<file path="src/rtl/muldiv_unit.sv">
// muldiv_unit: iterative RV32M/RV64M multiply/divide unit.
// Radix-2 shift-add multiply and restoring divide on operand magnitudes,
// with the sign applied on the final write. Divide-by-zero and signed
// overflow complete immediately without iterating.
module muldiv_unit #(
    parameter int XLEN = 32
) (
    input  logic            clk,
    input  logic            reset,
    input  logic            start,
    input  logic            kill,
    input  logic [2:0]      func3,
    input  logic [XLEN-1:0] op_a,
    input  logic [XLEN-1:0] op_b,
    output logic            busy,
    output logic            done,
    output logic [XLEN-1:0] result
);

    localparam int CW = $clog2(XLEN + 1);
    localparam logic [CW-1:0]   CNT_LAST = CW'(XLEN);
    localparam logic [XLEN-1:0] MIN_NEG  = {1'b1, {(XLEN-1){1'b0}}};

    typedef enum logic [1:0] {
        S_IDLE = 2'd0,
        S_CALC = 2'd1,
        S_FIN  = 2'd2
    } state_t;

    state_t r_state;
    state_t w_state_nxt;

    // Shared datapath registers.
    //   multiply: r_opnd = |a|, r_lo = |b| shifting out / product low half
    //             shifting in, r_hi = product high half
    //   divide:   r_opnd = |b|, r_lo = |a| shifting out / quotient shifting
    //             in, r_hi = partial remainder
    logic [2:0]      r_func3;
    logic            r_neg;
    logic [CW-1:0]   r_cnt;
    logic [XLEN-1:0] r_opnd;
    logic [XLEN-1:0] r_lo;
    logic [XLEN:0]   r_hi;
    logic [XLEN-1:0] r_result;

    // Acceptance-time decode
    logic            w_is_div;
    logic            w_a_signed;
    logic            w_b_signed;
    logic            w_a_sgn;
    logic            w_b_sgn;
    logic [XLEN-1:0] w_a_mag;
    logic [XLEN-1:0] w_b_mag;
    logic            w_neg;
    logic            w_div0;
    logic            w_ovf;
    logic            w_fast;
    logic [XLEN-1:0] w_fast_res;
    logic            w_accept;

    // Iteration datapath
    logic [XLEN:0]     w_mul_sum;
    logic [XLEN:0]     w_div_sh;
    logic [XLEN+1:0]   w_div_diff;
    logic              w_div_ok;

    // Final sign correction
    logic [2*XLEN-1:0] w_prod;
    logic [2*XLEN-1:0] w_prod_s;
    logic [XLEN-1:0]   w_div_res;
    logic [XLEN-1:0]   w_div_s;
    logic [XLEN-1:0]   w_final;

    // Operand decode: signedness, magnitudes, result sign and fast paths
    always_comb begin
        w_is_div   = func3[2];
        // MULH(001), MULHSU(010), DIV(100), REM(110) sign-interpret op_a
        w_a_signed = (func3 == 3'b001) || (func3 == 3'b010) ||
                     (func3 == 3'b100) || (func3 == 3'b110);
        // MULHSU leaves op_b unsigned
        w_b_signed = (func3 == 3'b001) || (func3 == 3'b100) ||
                     (func3 == 3'b110);
        w_a_sgn    = w_a_signed & op_a[XLEN-1];
        w_b_sgn    = w_b_signed & op_b[XLEN-1];
        // Negating the most negative value yields 2^(XLEN-1), its exact magnitude
        w_a_mag    = w_a_sgn ? (~op_a + 1'b1) : op_a;
        w_b_mag    = w_b_sgn ? (~op_b + 1'b1) : op_b;
        // Remainder takes the dividend's sign; everything else the XOR
        w_neg      = (w_is_div && func3[1]) ? w_a_sgn : (w_a_sgn ^ w_b_sgn);
        w_div0     = w_is_div && (op_b == '0);
        w_ovf      = w_is_div && !func3[0] && (op_a == MIN_NEG) && (op_b == '1);
        w_fast     = w_div0 || w_ovf;
        w_fast_res = '0;
        if (w_div0)
            w_fast_res = func3[1] ? op_a : '1;
        else if (w_ovf)
            w_fast_res = func3[1] ? '0 : op_a;
        // kill beats start; start is ignored while iterating
        w_accept   = start && !kill && (r_state != S_CALC);
    end

    // One iteration step for each operation, plus the sign-corrected result
    always_comb begin
        w_mul_sum  = r_hi + {1'b0, (r_lo[0] ? r_opnd : {XLEN{1'b0}})};
        w_div_sh   = {r_hi[XLEN-1:0], r_lo[XLEN-1]};
        w_div_diff = {1'b0, w_div_sh} - {2'b00, r_opnd};
        w_div_ok   = !w_div_diff[XLEN+1];

        w_prod     = {r_hi[XLEN-1:0], r_lo};
        w_prod_s   = r_neg ? (~w_prod + 1'b1) : w_prod;
        w_div_res  = r_func3[1] ? r_hi[XLEN-1:0] : r_lo;
        w_div_s    = r_neg ? (~w_div_res + 1'b1) : w_div_res;
        if (r_func3[2])
            w_final = w_div_s;
        else if (r_func3[1:0] == 2'b00)
            w_final = w_prod_s[XLEN-1:0];
        else
            w_final = w_prod_s[2*XLEN-1:XLEN];
    end

    // State register
    always_ff @(posedge clk or posedge reset) begin
        if (reset)
            r_state <= S_IDLE;
        else
            r_state <= w_state_nxt;
    end

    // Next-state logic
    always_comb begin
        w_state_nxt = r_state;
        if (kill) begin
            w_state_nxt = S_IDLE;
        end else begin
            unique case (r_state)
                S_IDLE, S_FIN: begin
                    if (start)
                        w_state_nxt = w_fast ? S_FIN : S_CALC;
                    else
                        w_state_nxt = S_IDLE;
                end
                S_CALC: begin
                    if (r_cnt == CNT_LAST)
                        w_state_nxt = S_FIN;
                end
                default: w_state_nxt = S_IDLE;
            endcase
        end
    end

    // Operand capture, iteration and result write-back
    always_ff @(posedge clk or posedge reset) begin
        if (reset) begin
            r_func3  <= '0;
            r_neg    <= 1'b0;
            r_cnt    <= '0;
            r_opnd   <= '0;
            r_lo     <= '0;
            r_hi     <= '0;
            r_result <= '0;
        end else if (w_accept) begin
            r_func3 <= func3;
            r_neg   <= w_neg;
            r_cnt   <= '0;
            r_hi    <= '0;
            if (w_is_div) begin
                r_opnd <= w_b_mag;
                r_lo   <= w_a_mag;
            end else begin
                r_opnd <= w_a_mag;
                r_lo   <= w_b_mag;
            end
            if (w_fast)
                r_result <= w_fast_res;
        end else if ((r_state == S_CALC) && !kill) begin
            if (r_cnt != CNT_LAST) begin
                r_cnt <= r_cnt + 1'b1;
                if (r_func3[2]) begin
                    // Restoring step: keep the difference only if no borrow
                    r_hi <= w_div_ok ? w_div_diff[XLEN:0] : w_div_sh;
                    r_lo <= {r_lo[XLEN-2:0], w_div_ok};
                end else begin
                    // Shift-add step: carry of the add enters the high half
                    r_hi <= {1'b0, w_mul_sum[XLEN:1]};
                    r_lo <= {w_mul_sum[0], r_lo[XLEN-1:1]};
                end
            end else begin
                r_result <= w_final;
            end
        end
    end

    // Status decoded from registered state only
    always_comb begin
        busy   = (r_state == S_CALC);
        done   = (r_state == S_FIN);
        result = r_result;
    end

endmodule

</file>
<file path="config.mk">
export PLATFORM = sky130hd
export DESIGN_NAME = muldiv_unit
export DESIGN_NICKNAME = d
export VERILOG_FILES = /design/src/rtl/muldiv_unit.sv
export SDC_FILE = /design/constraint.sdc
export NUM_CORES = 1
export LEC_CHECK = 0
export ABC_CLOCK_PERIOD_IN_PS = 6300
export CAP_MARGIN = 10
export CORE_MARGIN = 1
export CORE_UTILIZATION = 45
export CTS_BUF_LIST = sky130_fd_sc_hd__clkbuf_4 sky130_fd_sc_hd__clkbuf_8 sky130_fd_sc_hd__clkbuf_16
export CTS_CLUSTER_SIZE = 40
export DETAILED_ROUTE_END_ITERATION = 10
export GPL_TIMING_DRIVEN = 0
export PLACE_DENSITY = 0.72
export REMOVE_ABC_BUFFERS = 1
export SYNTH_ARGS = -nofsm -noshare
export SYNTH_HDL_FRONTEND = slang
export SYNTH_SLANG_ARGS = --single-unit
</file>
<file path="constraint.sdc">
create_clock -name clk -period 6.3 [get_ports clk]
set_input_delay 1.26 -clock clk [delete_from_list [all_inputs] [get_ports clk]]
set_output_delay 1.26 -clock clk [all_outputs]
set_load 0.02 [all_outputs]
</file>
==> metrics.txt, run 1 <==
reg2reg setup slack ~1.6 ns; Starting DRT DRC Count around 1600; Final Hold Vio Count 0; Layout area overhead 13.0%; Post-synth EDFFs 0; vias per cell around 6.3; hold depth 2; GRT Overall Usage 30.6%; Relative slew margins around 20%; worst slew pin tran approximately 1.2 ns; Gate Count Post-Synth just over 2000; crit-path leading delay family simple AND/OR/NAND/NOR gates; antenna viol nets, final 0; total power density per cell area between 300 and 400 mW/mm^2; Leak Pwr 6.97 nW; cell area after synthesis 0.0154 sq mm; gp weighted congestion roughly 0.97; R2R Path End r_hi[30]$_DFFE_PP0P_; core area roughly 0.034 sq mm; minimum clock period 5.43 ns; largest fanout on the critical path 29; Peak Freq ~180 MHz; H-tree levels 4; layout cells sized above 1 5.35%; Vias 15900; ant diodes 0; clock-pin slew on the worst setup and hold paths approximately 0.060 ns; # port buffers 104; largest net degree at the start of global routing between 100 and 150; Clock Path Buffers 2; Slew Limit Fails 0; Die ar. about 0.035 sq mm; ys async rst share 100%; # rows 67; Root Driver clkbuf_16; # Post-CTS Setup Buffers 0; post-DR wirelength/cell around 21 um; max incr delay on CP 0.76 ns; initial core utilization a little under half; Internal between 3 and 4 mW; Primary FF master, synth dfrtp_1; CTS sink count 141; Skew-Pair Late Insertion Delay 0.44 ns; DR pass1 iterations 6; area leader, netlist dfrtp_1; Startpoint Class input port; Ys Warns 0; CTS tree built; # DRC 0; DIE WIDTH approximately 190 um; Die H 187 um; first-pass GRT wire length 84800 um; min-delay src r_opnd[4]$_DFFE_PP0P_; status finished clean; # IOs 105; Avg Cell Area, Syn 7.42 sq um; Overall Power 6.54 mW; Crit-path slowest cell nor4_1; initial antenna violation count 0; Cell Chain, Critical Path clkdlybuf4s50_1, or4_1, nor4b_2, nand4b_1, nor4_1, buf_2, o21ai_2, nand2_2, o21ai_2, a221oi_2, o21ai_1, o21a_1; Yosys top cell area share between 20% and 30%; clk_skew 0.00985 ns; final setup fails 0; worst setup path category in -> reg; fin crit share a little under nine tenths; cts hold-fix bufs 0; Buf/Inv on CP 2; Hold EP r_opnd[4]$_DFFE_PP0P_; vias in the first global route approximately 15000; Unique masters post-synth between 80 and 90; grt total ovfl 0; Arr. time, crit path ~5.8 ns; # Max-Cap Violations 0; Finished Layout Cells approximately 2500; synth top area cells dfrtp_1 23%, o21ai_0 7.4%, ha_1 5.8%; #FFs+latches synth 141; Required @ worst endpoint 6.62 ns; Inst Count DP roughly 2500; VDD IR max roughly 0.22 mV; Hold/Removal Path Class reg -> reg; Comb power frac between 50% and 60%; most frequent CP cell o21ai_2; RSZ-0062 raised after global routing false; sequential element share of the synthesized area between 20% and 30%; Switch Pwr between 3 and 4 mW; Post-DP HPWL between 40000 and 50000 um; final wirelength 53700 um; final net count ~2200; switching share of power 49.0%; reg2reg path depth 13; post_cts resized 0; Fillers between 3000 and 4000; reg-to-reg startpoint r_lo[0]$_DFFE_PP0P_; clock group share of total power 15.8%; part of the power in registers about a quarter; total CTS buffers 17; CP endpoint kind flip-flop
==> layout by cell type, fill, tap and decap left out, types with 15 or more instances in the layout <==
cell             netlist  final
nand4_1               18     18
a21oi_1              160    160
mux2i_1               72     72
xnor2_1              100    100
a21o_1                27     27
o21ai_0              227    227
o21a_1                15     15
inv_1                 64     63
nor2_1               213    210
a211oi_1              15     15
clkdlybuf4s50_1        0    103
o41ai_1               19     19
nand2b_1              23     22
or4_1                 15     15
nor3_1                42     41
clkbuf_16              0     17
nand3_1               39     39
a221oi_1              16     16
o31ai_1               39     39
ha_1                  71     71
o211ai_1              45     45
dfrtp_1              141    138
nand2_1              228    228
or3_1                 18     18
xor2_1                98     98
==> cell type report <==
type / count / area (sq um) / share of cell area, %
Clock buffer: 20 / 460 / 2.65
Clock inverter: 10 / 118 / 0.677
Inverter: 64 / 245 / 1.41
Multi-Input combinational cell: 1714 / 11000 / 63.4
Sequential cell: 141 / 3530 / 20.4
Tap cell: 448 / 561 / 3.23
Timing Repair Buffer: 126 / 1440 / 8.27
==> cells in the mapped netlist, types with 5 or more instances <==
master,number
buf_6,5
buf_2,5
a31oi_1,13
nor4_1,14
mux2_2,10
a221o_1,8
ha_1,71
or2_2,9
inv_1,64
xnor2_1,100
buf_1,17
o21a_1,15
nand4_1,18
xor2_1,98
mux2i_1,72
nand2b_1,23
a21o_1,27
o41ai_1,19
nor3_1,42
o21ai_0,227
clkbuf_1,123
or3_1,18
a221oi_1,16
nand3b_1,5
and2_1,10
nor2_1,213
nand2_1,228
nand3_1,39
and3_1,14
a211oi_1,15
a21oi_1,160
nor2b_1,14
a22oi_1,9
dfrtp_1,141
o31ai_1,39
o21ai_1,6
or4_1,15
o211ai_1,45
==> stage by stage <==
| step | util, % | TNS, ns | hold slack, ns | area [sq um] | worst slack, ns |
|---|---|---|---|---|---|
| floorplan | - | 0 | 0.450 | 14700 | 1.12 |
| global placement | 48.8 | -315.70 | 0.467 | 16300 | -3.19 |
| detailed placement | 49.9 | 0 | 0.473 | 16700 | 0.576 |
| CTS | 51.6 | 0 | 0.486 | 17300 | 0.980 |
| global route | 51.8 | 0 | 0.514 | 17400 | 0.664 |
| finish | 51.8 | 0 | 0.486 | 17400 | 0.866 |
==> routing by layer <==
| layer | vias up | global-route usage (%) | routed length, um |
|---|---|---|---|
| met5 | - | 0 | 0 |
| met4 | 0 | 13.2 | 1820 |
| met3 | 112 | 4.53 | 4670 |
| met2 | 719 | 48.3 | 24100 |
| met1 | 7581 | 41.6 | 23100 |
| li1 | 7438 | - | - |
==> worst reg2reg max path: cells and delay by family, from the launching register on <==
family	cells	cell delay, ns
AO/OA/AOI/OAI	3	0.89
flip-flops	1	0.49
AND/OR/NAND/NOR	7	1.84
multiplexers	1	0.15
adder cells (fa/ha/maj)	1	0.41
buffers and inverters	1	0.85
==> power groups by stage <==
| stage | logic [mW] | clock network [mW] | registers [mW] |
|---|---|---|---|
| 2_1_floorplan | 2.87 | 0 | 1.48 |
| 3_3_place_gp | 3.57 | 0 | 1.70 |
| 3_5_place_dp | 3.73 | 0 | 1.65 |
| 4_1_cts | 3.75 | 1.04 | 1.64 |
| 5_1_grt | 4.26 | 1.07 | 1.70 |
| 6_report | 3.83 | 1.03 | 1.67 |
==> kinds of logic after synthesis <==
family                     share of synthesized area (%)
and+or+nand+nor                                     21.7
AOI/OAI and AO/OA                                   26.8
buffers and inverters                               5.58
xor gates and xnor gates                            11.3
DFF                                                 23.0
muxes                                               5.57
adders and majority gates                           6.04
==> flip-flops by register name, summed over array words and instances, names as in the netlist <==
register	flops
r_cnt	6
r_func3	3
r_hi	33
r_lo	32
r_neg	1
r_opnd	32
r_state	2
result	32
==> worst max-delay path by stage <==
stage	start	to	slack (ns)	depth (start not counted)
6_report	op_b[4]	result[29]$_DFFE_PP0P_	0.87	12
5_1_grt	op_b[4]	result[29]$_DFFE_PP0P_	0.66	12
4_1_cts	op_b[4]	result[29]$_DFFE_PP0P_	0.98	12
3_5_place_dp	op_b[4]	result[18]$_DFFE_PP0P_	0.58	10
3_3_place_gp	kill	r_hi[29]$_DFFE_PP0P_	-3.19	6
2_1_floorplan	kill	r_hi[29]$_DFFE_PP0P_	1.12	5
Note: power is estimated with default switching activity, not from simulation.
==> run 2: changes to the inputs <==
--- a/config.mk
+++ b/config.mk
@@ -5,7 +5,6 @@
 export SDC_FILE = /design/constraint.sdc
 export NUM_CORES = 1
 export LEC_CHECK = 0
-export ABC_CLOCK_PERIOD_IN_PS = 6300
 export CAP_MARGIN = 10
 export CORE_MARGIN = 1
 export CORE_UTILIZATION = 45
@@ -14,7 +13,9 @@
 export DETAILED_ROUTE_END_ITERATION = 10
 export GPL_TIMING_DRIVEN = 0
 export PLACE_DENSITY = 0.72
+export RECOVER_POWER = 25
 export REMOVE_ABC_BUFFERS = 1
+export SLEW_MARGIN = 0
 export SYNTH_ARGS = -nofsm -noshare
 export SYNTH_HDL_FRONTEND = slang
 export SYNTH_SLANG_ARGS = --single-unit
==> run 2 against run 1 <==
The flow now finishes with violations (max-capacitance violations, max-slew violations). Cell count unchanged. Clock power about the same. Sequential power is essentially flat. Critical path depth unchanged. Hold slack about the same. Register-to-register slack about the same. Non-clock buffer count did not move. Fmax about the same. Clock skew barely moved. Cell area is essentially flat. Core utilization about the same. Highest routed layer unchanged.
==> metrics.txt, run 2 (same netlist as run 1, synthesis figures left out) <==
status complete, but fails checks; failing checks max-capacitance violations, max-slew violations; layout cells sized above 1 between 5 and 6%; DR pass1 iterations 6; gp weighted congestion 0.969; largest net degree at the start of global routing approximately 110; most frequent CP cell o21ai_2; Overall Power between 6 and 7 mW; # Max-Cap Violations 1; CTS sink count 141; switching share of power 49.0%; initial antenna violation count 0; antenna viol nets, final 0; part of the power in registers about 26%; min-delay src r_opnd[4]$_DFFE_PP0P_; multi-input logic area approximately 0.011 sq mm; CTS tree built; Setup crit start op_b[4]; Slew Limit Fails 57; Vias 15900; clock group share of total power 15.8%; Layout area overhead 13.0%; number of flip-flops in the largest register 33; # rows 67; post_cts resized 0; # DRC 0; Startpoint Class input port; final wirelength 53700 um; Relative slew margins -84.8%; Peak Freq between 150 and 200 MHz; Root Driver clkbuf_16; Comb power frac roughly 59%; Fillers approximately 3200; # IOs 105; RSZ-0062 raised after global routing false; minimum clock period approximately 5.4 ns; Hold/Removal Path Class reg -> reg; ant diodes 0; total CTS buffers 17; H-tree levels 4; most frequent cells in the layout 228 x nand2_1, 227 x o21ai_0, 210 x nor2_1, 160 x a21oi_1, 138 x dfrtp_1; register area ~0.0035 sq mm; max incr delay on CP ~0.76 ns; worst slew pin tran 2.76 ns; Starting DRT DRC Count around 1600; CP endpoint kind flip-flop; Final Hold Vio Count 0; Die ar. 0.0349 sq mm; vias per cell about 6.3; Clock Path Buffers 2; Leak Pwr about 7 nW; # Post-CTS Setup Buffers 0; core area approximately 0.034 sq mm; DIE WIDTH roughly 190 um; final net count 2208; VDD IR max around 0.22 mV; reg-to-reg startpoint r_lo[0]$_DFFE_PP0P_; clock-pin slew on the worst setup and hold paths around 0.06 ns; clk_skew 0.0103 ns; Most flops, register r_hi; # port buffers 104; Post-DP HPWL 40100 um; vias in the first global route around 15000; Switch Pwr 3.20 mW; fin crit share 86.2%; worst setup path category in -> reg; grt total ovfl 0; Cell Chain, Critical Path clkdlybuf4s50_1, or4_1, nor4b_2, nand4b_1, nor4_1, buf_2, o21ai_2, nand2_2, o21ai_2, a221oi_2, o21ai_1, o21a_1; GRT Overall Usage 30.6%; Skew-Pair Late Insertion Delay 0.44 ns; post-DR wirelength/cell about 21 um; Inst Count DP around 2500; largest fanout on the critical path 29; Arr. time, crit path roughly 5.8 ns; total power density per cell area about 380 mW/mm^2; Final TNS setup 0 ns; commonest non-fill, non-tap cell in the layout nand2_1; initial core utilization between 40% and 50%; first-pass GRT wire length roughly 85000 um; Internal roughly 3.3 mW; Crit-path slowest cell nor4_1; final setup fails 0; Required @ worst endpoint ~6.6 ns; cts hold-fix bufs 0; Finished Layout Cells 2523; Die H 187 um
[run 2: cell count changes in the layout (fill, tap and decap cells not counted), sizes merged]
cell,before,now
inv,64,63
clkinvlp,4,5
clkdlybuf4s50,103,102
dlygate4sd3,0,1
[run 2: final cells by class]
cell class,count,area share [%]
Clock inverter,10,0.678
Sequential cell,141,20.4
Timing Repair Buffer,126,8.27
Multi-Input combinational cell,1714,63.4
Tap cell,448,3.23
Clock buffer,20,2.65
Inverter,64,1.39
[run 2: through the flow]
step	hold slack, ns	util (%)	worst slack, ns	area (sq um)
floorplan	0.450	-	1.12	14700
global placement	0.467	48.8	-3.19	16300
detailed placement	0.473	49.9	0.576	16700
CTS	0.486	51.6	0.980	17300
global route	0.514	51.8	0.664	17400
finish	0.486	51.8	0.871	17400
[run 2: critical path: cells and delay by family]
kind / cells / cell delay (ns)
buf+inv: 2 / 0.80
simple gates: 5 / 2.88
compound gates: 5 / 0.79
[run 2: power groups by stage]
stage | registers, mW | logic, mW | clock network, mW
after floorplan | 1.48 | 2.87 | 0
after global placement | 1.70 | 3.57 | 0
after detailed placement | 1.65 | 3.73 | 0
after CTS | 1.64 | 3.75 | 1.04
after global routing | 1.70 | 4.26 | 1.07
final | 1.67 | 3.83 | 1.03
[run 2: final timing paths]
check,slack (ns),end,cells after the start
worst max-delay path,0.87,result[29]$_DFFE_PP0P_,12
worst min-delay path,0.49,r_opnd[4]$_DFFE_PP0P_,2
worst max register to register,1.58,r_hi[30]$_DFFE_PP0P_,13
worst min register to register,0.49,r_opnd[4]$_DFFE_PP0P_,2
max in group asynchronous,2.95,r_func3[2]$_DFFE_PP0P_,3
min in group asynchronous,2.05,r_lo[27]$_DFFE_PP0P_,2
[run 2: routing by layer]
metal,vias to the layer above,GRT usage (%),wire [um]
met3,114,4.53,4740
met2,761,48.3,24100
li1,7435,-,-
met4,0,13.2,1840
met1,7583,41.6,23000
met5,-,0,0
==> run 3: changes to the inputs <==
==> constraint.sdc (replaced) <==
create_clock -name clk -period 6.3 [get_ports clk]
set_input_delay 1.26 -clock clk [delete_from_list [all_inputs] [get_ports clk]]
set_output_delay 1.26 -clock clk [all_outputs]
set_load 0.05 [all_outputs]
==> results of run 3 <==
The final DEF is identical to that of run 2. Status: complete, but fails checks: max-capacitance violations, max-slew violations.
Among the figures that moved: total power 6.53 mW -> 6.54 mW
